File: src/rtl/ecc_pkg.sv
// Shared ECC definitions: default coordinate width, scalar-multiply FSM states
// and the bit-index width helper.
`ifndef MAX_BITS
`define MAX_BITS 8
`endif

package ecc_pkg;

  localparam int unsigned MAX_BITS = `MAX_BITS;

  typedef enum logic [2:0] {
    IDLE     = 3'd0,
    DBL      = 3'd1,
    DBL_WAIT = 3'd2,
    ADD      = 3'd3,
    ADD_WAIT = 3'd4,
    NEXT     = 3'd5,
    DONE     = 3'd6
  } smul_state_e;

  // Width of a bit index into a W-bit scalar (at least 1 bit).
  function automatic int unsigned idx_width(input int unsigned w);
    return (w > 1) ? $clog2(w) : 1;
  endfunction

endpackage

File: src/rtl/scalar_mult_ctrl.sv
// Left-to-right double-and-add sequencer for Q = k*G over an external point unit.
// Optional macro SMUL_OP_COUNT_EN adds a saturating o_op_count of issued operations.
module scalar_mult_ctrl
  import ecc_pkg::*;
#(
  parameter int unsigned W = `MAX_BITS
) (
  input  logic         clk,
  input  logic         rst,
  input  logic         i_start,
  input  logic [W-1:0] i_k,
  input  logic [W-1:0] i_gx,
  input  logic [W-1:0] i_gy,
  output logic         o_busy,
  output logic         o_finish,
  output logic [W-1:0] o_result_x,
  output logic [W-1:0] o_result_y,
  output logic         o_inf,
  output logic         o_po_add_start,
  output logic         o_po_double_start,
  output logic [W-1:0] o_po_x1,
  output logic [W-1:0] o_po_y1,
  output logic [W-1:0] o_po_x2,
  output logic [W-1:0] o_po_y2,
  input  logic         i_po_finish,
  input  logic [W-1:0] i_po_x,
  input  logic [W-1:0] i_po_y
`ifdef SMUL_OP_COUNT_EN
  ,
  output logic [15:0]  o_op_count
`endif
);

  localparam int unsigned IW = idx_width(W);

  smul_state_e r_state, w_state;
  logic [W-1:0]  r_rx, w_rx, r_ry, w_ry;
  logic          r_inf, w_inf;
  logic [W-1:0]  r_gx, w_gx, r_gy, w_gy;
  logic [W-1:0]  r_k, w_k;
  logic [IW-1:0] r_idx, w_idx;
  logic [W-1:0]  r_x1, w_x1, r_y1, w_y1, r_x2, w_x2, r_y2, w_y2;
  logic          r_add_st, w_add_st, r_dbl_st, w_dbl_st;
  logic          r_busy, w_busy, r_finish, w_finish;
  logic [W-1:0]  r_res_x, w_res_x, r_res_y, w_res_y;
  logic          r_out_inf, w_out_inf;

  // Next-state and next-register computation.
  always_comb begin
    w_state   = r_state;
    w_rx      = r_rx;
    w_ry      = r_ry;
    w_inf     = r_inf;
    w_gx      = r_gx;
    w_gy      = r_gy;
    w_k       = r_k;
    w_idx     = r_idx;
    w_x1      = r_x1;
    w_y1      = r_y1;
    w_x2      = r_x2;
    w_y2      = r_y2;
    w_add_st  = 1'b0;
    w_dbl_st  = 1'b0;
    w_busy    = r_busy;
    w_finish  = 1'b0;
    w_res_x   = r_res_x;
    w_res_y   = r_res_y;
    w_out_inf = r_out_inf;
    case (r_state)
      IDLE: begin
        if (i_start) begin
          w_k     = i_k;
          w_gx    = i_gx;
          w_gy    = i_gy;
          w_inf   = 1'b1;
          w_idx   = IW'(W - 1);
          w_busy  = 1'b1;
          w_state = DBL;
        end
      end
      DBL: begin
        if (r_inf) begin
          w_state = ADD;
        end else if (r_ry == '0) begin
          // Doubling a point with y = 0 gives infinity; the point unit cannot.
          w_inf   = 1'b1;
          w_state = ADD;
        end else begin
          w_x1     = r_rx;
          w_y1     = r_ry;
          w_x2     = r_rx;
          w_y2     = r_ry;
          w_dbl_st = 1'b1;
          w_state  = DBL_WAIT;
        end
      end
      DBL_WAIT: begin
        if (i_po_finish) begin
          w_rx    = i_po_x;
          w_ry    = i_po_y;
          w_state = ADD;
        end
      end
      ADD: begin
        if (!r_k[r_idx]) begin
          w_state = NEXT;
        end else if (r_inf) begin
          w_rx    = r_gx;
          w_ry    = r_gy;
          w_inf   = 1'b0;
          w_state = NEXT;
        end else if (r_rx == r_gx && r_ry == r_gy) begin
          w_x1     = r_gx;
          w_y1     = r_gy;
          w_x2     = r_gx;
          w_y2     = r_gy;
          w_dbl_st = 1'b1;
          w_state  = ADD_WAIT;
        end else if (r_rx == r_gx) begin
          // R == -G: sum is infinity.
          w_inf   = 1'b1;
          w_state = NEXT;
        end else begin
          w_x1     = r_rx;
          w_y1     = r_ry;
          w_x2     = r_gx;
          w_y2     = r_gy;
          w_add_st = 1'b1;
          w_state  = ADD_WAIT;
        end
      end
      ADD_WAIT: begin
        if (i_po_finish) begin
          w_rx    = i_po_x;
          w_ry    = i_po_y;
          w_state = NEXT;
        end
      end
      NEXT: begin
        if (r_idx == '0) begin
          w_res_x   = r_inf ? '0 : r_rx;
          w_res_y   = r_inf ? '0 : r_ry;
          w_out_inf = r_inf;
          w_finish  = 1'b1;
          w_busy    = 1'b0;
          w_state   = DONE;
        end else begin
          w_idx   = r_idx - IW'(1);
          w_state = DBL;
        end
      end
      DONE:    w_state = IDLE;
      default: w_state = IDLE;
    endcase
  end

  // State and output registers.
  always_ff @(posedge clk) begin
    if (!rst) begin
      r_state   <= IDLE;
      r_rx      <= '0;
      r_ry      <= '0;
      r_inf     <= 1'b1;
      r_gx      <= '0;
      r_gy      <= '0;
      r_k       <= '0;
      r_idx     <= '0;
      r_x1      <= '0;
      r_y1      <= '0;
      r_x2      <= '0;
      r_y2      <= '0;
      r_add_st  <= 1'b0;
      r_dbl_st  <= 1'b0;
      r_busy    <= 1'b0;
      r_finish  <= 1'b0;
      r_res_x   <= '0;
      r_res_y   <= '0;
      r_out_inf <= 1'b0;
    end else begin
      r_state   <= w_state;
      r_rx      <= w_rx;
      r_ry      <= w_ry;
      r_inf     <= w_inf;
      r_gx      <= w_gx;
      r_gy      <= w_gy;
      r_k       <= w_k;
      r_idx     <= w_idx;
      r_x1      <= w_x1;
      r_y1      <= w_y1;
      r_x2      <= w_x2;
      r_y2      <= w_y2;
      r_add_st  <= w_add_st;
      r_dbl_st  <= w_dbl_st;
      r_busy    <= w_busy;
      r_finish  <= w_finish;
      r_res_x   <= w_res_x;
      r_res_y   <= w_res_y;
      r_out_inf <= w_out_inf;
    end
  end

`ifdef SMUL_OP_COUNT_EN
  logic [15:0] r_op_count;

  // Saturating count of issued point operations, cleared on accept.
  always_ff @(posedge clk) begin
    if (!rst) begin
      r_op_count <= '0;
    end else if (r_state == IDLE && i_start) begin
      r_op_count <= '0;
    end else if ((w_add_st || w_dbl_st) && r_op_count != 16'hFFFF) begin
      r_op_count <= r_op_count + 16'd1;
    end
  end

  assign o_op_count = r_op_count;
`endif

  assign o_busy            = r_busy;
  assign o_finish          = r_finish;
  assign o_result_x        = r_res_x;
  assign o_result_y        = r_res_y;
  assign o_inf             = r_out_inf;
  assign o_po_add_start    = r_add_st;
  assign o_po_double_start = r_dbl_st;
  assign o_po_x1           = r_x1;
  assign o_po_y1           = r_y1;
  assign o_po_x2           = r_x2;
  assign o_po_y2           = r_y2;

endmodule

File: config.mk
export PLATFORM = sky130hd
export DESIGN_NAME = scalar_mult_ctrl
export DESIGN_NICKNAME = d
export VERILOG_FILES = /design/src/rtl/ecc_pkg.sv /design/src/rtl/scalar_mult_ctrl.sv
export SDC_FILE = /design/constraint.sdc
export NUM_CORES = 1
export LEC_CHECK = 0
export ABC_CLOCK_PERIOD_IN_PS = 2100
export BUFFER_PORTS_ARGS = -buffer_cell sky130_fd_sc_hd__buf_2
export CAP_MARGIN = 40
export CORE_ASPECT_RATIO = 1.75
export CORE_MARGIN = 4
export CORE_UTILIZATION = 35
export CTS_BUF_LIST = sky130_fd_sc_hd__clkbuf_2 sky130_fd_sc_hd__clkbuf_4 sky130_fd_sc_hd__clkbuf_8
export DETAILED_ROUTE_END_ITERATION = 8
export SYNTH_ARGS = -nofsm -noshare
export SYNTH_HDL_FRONTEND = slang
export SYNTH_SLANG_ARGS = --single-unit
File: constraint.sdc
create_clock -name clk -period 2.1 [get_ports clk]
set_input_delay 0.21 -clock clk [delete_from_list [all_inputs] [get_ports clk]]
set_output_delay 0.21 -clock clk [all_outputs]
set_load 0.1 [all_outputs]
==> Word-level counts from Yosys, hierarchy flattened <==
Cells that the tools add are included.
{ "totals": {"out_inout_bits": 53, "wordCells": 130, "input_bits": 44, "ff_bits": 100} }
{ "op_classes": {"muxes": 68, "order_cmp": 1, "addsub": 1, "bitwise_logic": 3, "reduce_logical": 19, "eq_ne": 19} }
{ "ops": {"columns": ["cell", "n"], "rows": [
  ["2-to-1 mux 8 bit", 28],
  ["case mux 8 bit (2 select lines)", 6],
  ["2-to-1 mux 1 bit", 22],
  ["!= test 2 bit (second input constant)", 10],
  ["2-to-1 mux 3 bit", 6],
  ["case mux 3 bit (6 select lines)", 1],
  ["equality test 8 bit", 2],
  ["AND reduction 3 bit", 4],
  ["zero test 8 bit", 1],
  ["equality test 3 x 2 -> 1 bit (second input constant)", 2],
  ["equality test 3 bit (second input constant)", 2],
  ["zero test 3 bit", 2],
  ["case mux 3 bit (2 select lines)", 1],
  ["AND reduction 2 bit", 3],
  ["AND reduction 6 bit", 1],
  ["nonzero test 2 bit", 3],
  ["OR reduction 5 bit", 1],
  ["less-than comparator 3 x 4 -> 1 bit (second input constant)", 1],
  ["case mux 1 bit (2 select lines)", 2],
  ["AND reduction 4 bit", 1],
  ["binary-select mux 1 bit (select 3 bit)", 1],
  ["equality test 3 x 1 -> 1 bit (second input constant)", 1],
  ["!= test 3 bit (second input constant)", 1],
  ["inverter 1 bit", 3],
  ["6 further kinds", 6]
]} }

==> Depth between registers and ports, before layout <==
Gate-level depths: netlist of the first run.
{ "depth": {"depth_word": 6, "depth_mapped": 8} }

==> Least setup slack after synthesis of the first run <==
Ideal clock, no wire load.
{ "synth_path": {"path_type": "reg2reg", "start": "register r_gx[4]", "end": "register r_x1[0] (netlist: o_po_x1[0])", "path_slack_ns": 0.242, "required_ns": 2.028, "stages_incl_launch_ff": 7, "arrival_ns": 1.786, "path_cell_list": "dfxtp_1 xor2_1 nor4_1 o211ai_1 a22oi_2 buf_6 mux2i_1"} }
{ "synth_via": {"elab_chain_cells": 6, "word_cells_on_any_way": 8} }
{ "synth_rtl": {"columns": ["element", "line_no", "text"], "rows": [
  ["start: declaration", "scalar_mult_ctrl.sv:39", "logic [W-1:0] r_gx, w_gx, r_gy, w_gy;"],
  ["start signal: assignment", "scalar_mult_ctrl.sv:184", "r_gx <= w_gx;"],
  ["equality test 8 bit *", "scalar_mult_ctrl.sv:112, scalar_mult_ctrl.sv:119", null],
  ["logical AND 1 bit", "scalar_mult_ctrl.sv:112", "end else if (r_rx == r_gx && r_ry == r_gy) begin"],
  ["2-to-1 mux 8 bit", "scalar_mult_ctrl.sv:112", null],
  ["2-to-1 mux 8 bit", "scalar_mult_ctrl.sv:107", "end else if (r_inf) begin"],
  ["2-to-1 mux 8 bit", "scalar_mult_ctrl.sv:105", "if (!r_k[r_idx]) begin"],
  ["case mux 8 bit (2 select lines)", "scalar_mult_ctrl.sv:69", "case (r_state)"],
  ["end signal: assignment", "scalar_mult_ctrl.sv:188", "r_x1 <= w_x1;"],
  ["end: declaration", "scalar_mult_ctrl.sv:42", "logic [W-1:0] r_x1, w_x1, r_y1, w_y1, r_x2, w_x2, r_y2, w_y2;"]
]} }
Every way passes the cells marked *; elsewhere a longest branch is shown, timed or not. The select of a mux whose other input is x is not followed.
A chain may end at the register's enable or synchronous reset.

==> Final worst setup path of the first run <==
{ "layout_path": {"start": "register r_rx[6]", "end": "register r_x1[7] (netlist: o_po_x1[7])"} }
{ "layout_via": {"elab_chain_cells": 6, "word_cells_on_any_way": 8} }
{ "layout_rtl": {"columns": ["element", "line_no", "text"], "rows": [
  ["start: declaration", "scalar_mult_ctrl.sv:37", "logic [W-1:0] r_rx, w_rx, r_ry, w_ry;"],
  ["start signal: assignment", "scalar_mult_ctrl.sv:181", "r_rx <= w_rx;"],
  ["equality test 8 bit *", "scalar_mult_ctrl.sv:112, scalar_mult_ctrl.sv:119", null],
  ["logical AND 1 bit", "scalar_mult_ctrl.sv:112", null],
  ["2-to-1 mux 8 bit", "scalar_mult_ctrl.sv:112", null],
  ["2-to-1 mux 8 bit", "scalar_mult_ctrl.sv:107", null],
  ["2-to-1 mux 8 bit", "scalar_mult_ctrl.sv:105", null],
  ["case mux 8 bit (2 select lines)", "scalar_mult_ctrl.sv:69", null]
]} }
Marks and branches as above.

==> results.cfg, run 1 <==
[sta]
finalMaxSlewViolations = 0
worstMarginPinSlew_ns = 0.613
skew_ns = 0.0122
fin_setup_tns_ns = 0
fmax_mhz = 501
relSlewSlack = 0.591
fin_crit_sh = 0.951
rsz0062_at_grt = false
report.final.hold_viol_count = 0
setup_violations = 0
min_period_ns = 2.00

[clock_tree]
cts_resized = 0
cts.clk_slew.worst_paths_ns = 0.09
cts_root_buf = clkbuf_8
cts_tree = done
postCtsSetupRepairBufs = 0
h-tree-depth = 3
hold_buffers = 0
clockBufferDepth = 2
insertion_delay_ns = 0.37
numClockSinks = 100
cts_buffers = 9

[critical_path]
r2r-start = r_rx[6]$_SDFFE_PN0P_
endpoint_kind = flop
reg2reg_to = o_po_x1[7]$_SDFFE_PN0P_
r2r_slack_ns = 0.10
crit_path_start_kind = flop
ff2ff_path_depth = 7
critical_path_class = flop to flop
path_max_fanout = 32
critPathRequiredTime_ns = 2.40
arrival_ns = 2.30

[yosys]
synth_edf_count = 0
synth_ff_type = dfxtp_1
yosysWarnings = 0
synthCells = 531
ys_ff_latch = 100
synth_area_sq_um = 4490
synth.distinct_cells = 39
syn_nets = 577
synth_top_cell_by_area = dfxtp_1
ys_top_cells_by_area = dfxtp_1 45%, nand2_1 13%, mux2i_1 8.2%, a21oi_1 5.1%, mux2_2 4.0%
synth-async-reset-ratio = 0
syn_avg_cell_area_sq_um = 8.46
synth_top_area_frac = 0.445
yosysSeqAreaShare = 0.445

[finish]
design_area_sq_um = 5430
final_layout_size_suffix_gt1_frac = 0.251
final_nets = 663
area_growth_syn_to_layout_pct = 20.7
diodes = 0
post-route-util = 0.434

[route]
drc_errors = 0
routed_wirelength_um = 11700
firstDrtPassIters = 4
wl_per_cell_um = 14.8
final_antenna_net_count = 0
drt-initial-drc-count = 265
dr_total_vias = 3868
via_per_inst = 4.90

[worst_hold_path]
whs_path_depth = 3
hold_path_startpoint = i_k[4]
hold_class = input port to flop
whs_endpoint = r_k[4]$_SDFFE_PN0P_

[power_and_ir_drop]
internal-power_mw = 3.68
p_sw_frac = 0.353
seqPwrFrac = 0.430
p_leak_nw = 2.36
p_per_area_nw_per_um2 = 1050
clock_power_share = 0.248
p_comb_frac = 0.322
power_mw = 5.69
p_switching_mw = 2.01
ir_drop_v = 0.000626

[die]
die_height_um = 158
die_w_um = 93.7
core_sq_um = 12500
placementRows = 54
start_util = 0.360
pin_count = 97
die_area_sq_um = 14800

[placed_design]
gp_congestion = 0.851
placed_area_sq_um = 5180
portBuffers = 96
dp_hpwl_um = 8940

[flow_run]
cap_violations = 0

[global_routing]
grt_use_total = 0.163
antenna_found_initial = 0
grt_pass1_wl_um = 19000
grt_overflow = 0
grt_pass1_vias = 3837
grt_max_degree = 68

[run_status]
outcome = finished, final reports clean
==> through the flow <==
step | hold WS [ns] | worst slack [ns] | std cells
2_1_floorplan | 0.346 | 0.242 | 531
3_3_place_gp | 0.441 | 0.125 | 774
3_5_place_dp | 0.451 | 0.0449 | 774
5_1_grt | 0.0667 | 0.00835 | 790
6_report | 0.0748 | 0.102 | 790
4_1_cts | 0.0575 | 0.0134 | 790
==> synthesized netlist by cell type (2+ instances only) <==
library cell and n:
nand2_1 151, dfxtp_1 100, a21oi_1 46, mux2i_1 37, clkbuf_1 29, nor2_1 26
o21ai_0 19, nand3b_1 17, a311oi_1 16, mux2_2 16, xor2_1 10, xnor2_1 9
inv_1 6, buf_2 4, nand4_1 4, nor4_1 4, a211oi_1 3, buf_4 3
buf_6 3, nor3_1 3, a31oi_1 2, and3_1 2, ha_1 2, nand3_1 2
nor2b_1 2, o211ai_1 2
==> layout by cell type (no fill, tap or decap), types with 3 or more instances in the layout <==
| cell | count |
|---|---|
| nor2_1 | 26 |
| nand3b_1 | 17 |
| xor2_1 | 10 |
| nor3_1 | 3 |
| o21ai_0 | 19 |
| buf_2 | 96 |
| a21oi_1 | 46 |
| mux2i_1 | 37 |
| xnor2_1 | 9 |
| a311oi_1 | 16 |
| mux2_2 | 16 |
| buf_12 | 3 |
| a211oi_1 | 3 |
| inv_1 | 5 |
| nand2_1 | 151 |
| nand4_1 | 4 |
| dfxtp_1 | 99 |
| clkbuf_8 | 12 |
| buf_4 | 16 |
==> logic make-up (layout without fill, tap and decap cells) <==
group,Yosys count,count (layout),synth area share
DFF,100,100,0.445
AOI/OAI and AO/OA,94,94,0.127
adders and majority gates,2,2,0.00557
xor gates and xnor gates,19,19,0.0370
buffers and inverters,46,137,0.0470
muxes,54,54,0.128
and+or+nand+nor,216,216,0.210
==> area by class of cell <==
cell class / count / area (sq um)
fill: 1267 / 7070
multi-input combinational: 385 / 2290
sequential: 100 / 2000
timing repair buffer: 115 / 661
tap: 168 / 210
clock buffer: 12 / 165
clock inverter: 4 / 70.1
inverter: 6 / 22.5
==> worst max path at each step <==
stage,from,endpoint
2_1_floorplan,r_gx[4]$_SDFFE_PN0P_,o_po_x1[0]$_SDFFE_PN0P_
6_report,r_rx[6]$_SDFFE_PN0P_,o_po_x1[7]$_SDFFE_PN0P_
3_3_place_gp,r_gx[2]$_SDFFE_PN0P_,r_inf$_SDFFE_PN1P_
5_1_grt,r_rx[2]$_SDFFE_PN0P_,o_po_y2[7]$_SDFFE_PN0P_
3_5_place_dp,r_gx[2]$_SDFFE_PN0P_,o_po_x1[7]$_SDFFE_PN0P_
4_1_cts,r_gx[2]$_SDFFE_PN0P_,o_po_x1[7]$_SDFFE_PN0P_
==> critical path, cell delays in order (launching register included) <==
cell      delay, ns
dfxtp_1        0.43
xor2_1         0.12
nor4_2         0.34
buf_4          0.17
o211ai_1       0.13
a22oi_2        0.24
buf_12         0.27
mux2i_1        0.22
==> sequential cells by signal, indices dropped and copies added (netlist names) <==
register           flops
o_busy                 1
o_finish               1
o_inf                  1
o_po_add_start         1
o_po_double_start      1
o_po_x1                8
o_po_x2                8
o_po_y1                8
o_po_y2                8
o_result_x             8
o_result_y             8
r_gx                   8
r_gy                   8
r_idx                  3
r_inf                  1
r_k                    8
r_rx                   8
r_ry                   8
r_state                3
==> power groups by stage <==
stage	sequential (mW)	combinational, mW	clock (mW)
final	2.45	1.83	1.41
after global routing	2.49	2.05	1.52
after CTS	2.44	1.82	1.45
after detailed placement	2.49	1.80	0
after global placement	2.47	1.76	0
after floorplan	2.39	1.30	0
==> layer usage <==
layer / global-route usage / vias up / routed length (um)
li1: - / 1976 / -
met1: 0.182 / 1779 / 4670
met2: 0.291 / 90 / 6120
met3: 0.0366 / 23 / 566
met4: 0.0764 / 0 / 367
met5: 0 / - / 0
Note: power is estimated with default switching activity, not from simulation.
==> run 2: changes to the inputs <==
Settings changed: REMOVE_ABC_BUFFERS from default to 1.
==> results.cfg, run 2 (synthesis results as in run 1) <==
[finish]
post-route-util = 0.441
regArea_sq_um = 2010
fillers = 1278
final_layout_size_suffix_gt1_frac = 0.273
diodes = 0
final_nets = 675
most-common-layout-cells = 151 x nand2_1, 96 x buf_2, 94 x dfxtp_1, 46 x a21oi_1, 37 x mux2i_1
area_growth_syn_to_layout_pct = 22.6
layout_commonest_cell = nand2_1
multi_input_area_sq_um = 2290
instances_no_fill = 802

[sta]
min_period_ns = 2.03
skew_ns = 0.0129
fin_crit_sh = 0.965
worstMarginPinSlew_ns = 0.654
finalMaxSlewViolations = 0
relSlewSlack = 0.564
fin_setup_tns_ns = 0
fmax_mhz = 493
setup_violations = 0
rsz0062_at_grt = true
report.final.hold_viol_count = 0

[global_routing]
grt_use_total = 0.169
grt_max_degree = 68
grt_pass1_vias = 3985
grt_overflow = 0
antenna_found_initial = 0
grt_pass1_wl_um = 19500

[placed_design]
gp_congestion = 0.871
dp_hpwl_um = 9070
dp_cells = 781
portBuffers = 96

[critical_path]
arrival_ns = 2.28
r2r-start = r_idx[0]$_SDFFE_PN0P_
critical_path_class = flop to flop
endpoint_kind = flop
path_max_fanout = 13
critPathRequiredTime_ns = 2.35
reg2reg_to = o_po_y2[5]$_SDFFE_PN0P_
crit_path_start_kind = flop
ff2ff_path_depth = 7
r2r_slack_ns = 0.07

[clock_tree]
insertion_delay_ns = 0.37
hold_buffers = 0
cts_tree = done
cts_buffers = 9
h-tree-depth = 3
numClockSinks = 100
clockBufferDepth = 2
cts_root_buf = clkbuf_8
cts.clk_slew.worst_paths_ns = 0.09

[route]
routed_wirelength_um = 12300
final_antenna_net_count = 0
wl_per_cell_um = 15.3
firstDrtPassIters = 4
drc_errors = 0
dr_total_vias = 3962
drt-initial-drc-count = 175
via_per_inst = 4.94

[die]
die_area_sq_um = 14800
start_util = 0.360
pin_count = 97
core_sq_um = 12500
die_height_um = 158
placementRows = 54
die_w_um = 93.7

[worst_hold_path]
whs_path_depth = 3
hold_class = input port to flop
hold_path_startpoint = i_gx[6]
whs_endpoint = r_gx[6]$_SDFFE_PN0P_

[run_status]
outcome = finished, final reports clean

[power_and_ir_drop]
p_per_area_nw_per_um2 = 1020
p_leak_nw = 2.41
ir_drop_v = 0.000453

[flow_run]
cap_violations = 0
==> run 2: worst max-delay path, stage by stage, from the launching register on <==
cell     delay, ns
dfxtp_4       0.38
mux2i_1       0.12
mux4_2        0.56
nor3_4        0.25
a22oi_2       0.14
buf_4         0.17
buf_12        0.15
mux2i_1       0.13
==> run 2: layout make-up <==
class | count | share of cell area
clock buffers | 14 | 0.0327
inverters | 6 | 0.00409
flip-flops and latches | 100 | 0.365
repair buffers | 127 | 0.141
multi-input cells | 385 | 0.416
well taps | 168 | 0.0381
clock inverters | 2 | 0.00295
==> run 2: worst max path at each step <==
stage          slack [ns]                     from                      end  cells past startpoint
2_1_floorplan       -0.90  r_state[0]$_SDFFE_PN0P_  o_po_x1[0]$_SDFFE_PN0P_                      5
3_3_place_gp         0.05     r_gx[6]$_SDFFE_PN0P_  o_po_y1[4]$_SDFFE_PN0P_                      7
3_5_place_dp         0.01     r_gx[6]$_SDFFE_PN0P_  o_po_y2[5]$_SDFFE_PN0P_                      7
4_1_cts              0.06     r_gx[3]$_SDFFE_PN0P_  o_po_y2[5]$_SDFFE_PN0P_                      8
5_1_grt             -0.03     r_gx[6]$_SDFFE_PN0P_  o_po_y2[2]$_SDFFE_PN0P_                      8
6_report             0.07    r_idx[0]$_SDFFE_PN0P_  o_po_y2[5]$_SDFFE_PN0P_                      7
==> run 2: power breakdown <==
part           switching, mW  leakage (nW)  internal, mW  total [mW]
clock network          0.651         0.100         0.560        1.21
logic                   1.09          1.50         0.904        1.99
registers              0.303         0.814          2.12        2.43
==> run 2: repair_timing <==
| item | in CTS | in global routing |
|---|---|---|
| cloned | 1 | 0 |
| hold endpoints to repair | 0 | 0 |
| buffers inserted | 2 | 2 |
| pin swaps | 3 | 3 |
| resized for setup | 2 | 7 |
| setup endpoints to repair | 3 | 33 |
==> run 2: per-layer routing <==
layer,vias up,part of all wire,GRT usage
li1,2008,-,-
met1,1863,0.39,0.182
met2,80,0.55,0.313
met3,11,0.052,0.0395
met4,0,0.014,0.0716
met5,-,0,0
==> run 2: per-stage QoR <==
step / instance area (sq um) / hold WS (ns) / worst slack [ns] / power, mW
floorplan: 4310 / 0.282 / -0.898 / 3.58
global placement: 5230 / 0.439 / 0.0533 / 4.30
detailed placement: 5230 / 0.443 / 0.0142 / 4.34
CTS: 5480 / 0.0421 / 0.0553 / 5.61
global route: 5510 / 0.0446 / -0.0300 / 6.02
finish: 5510 / 0.0584 / 0.0728 / 5.63
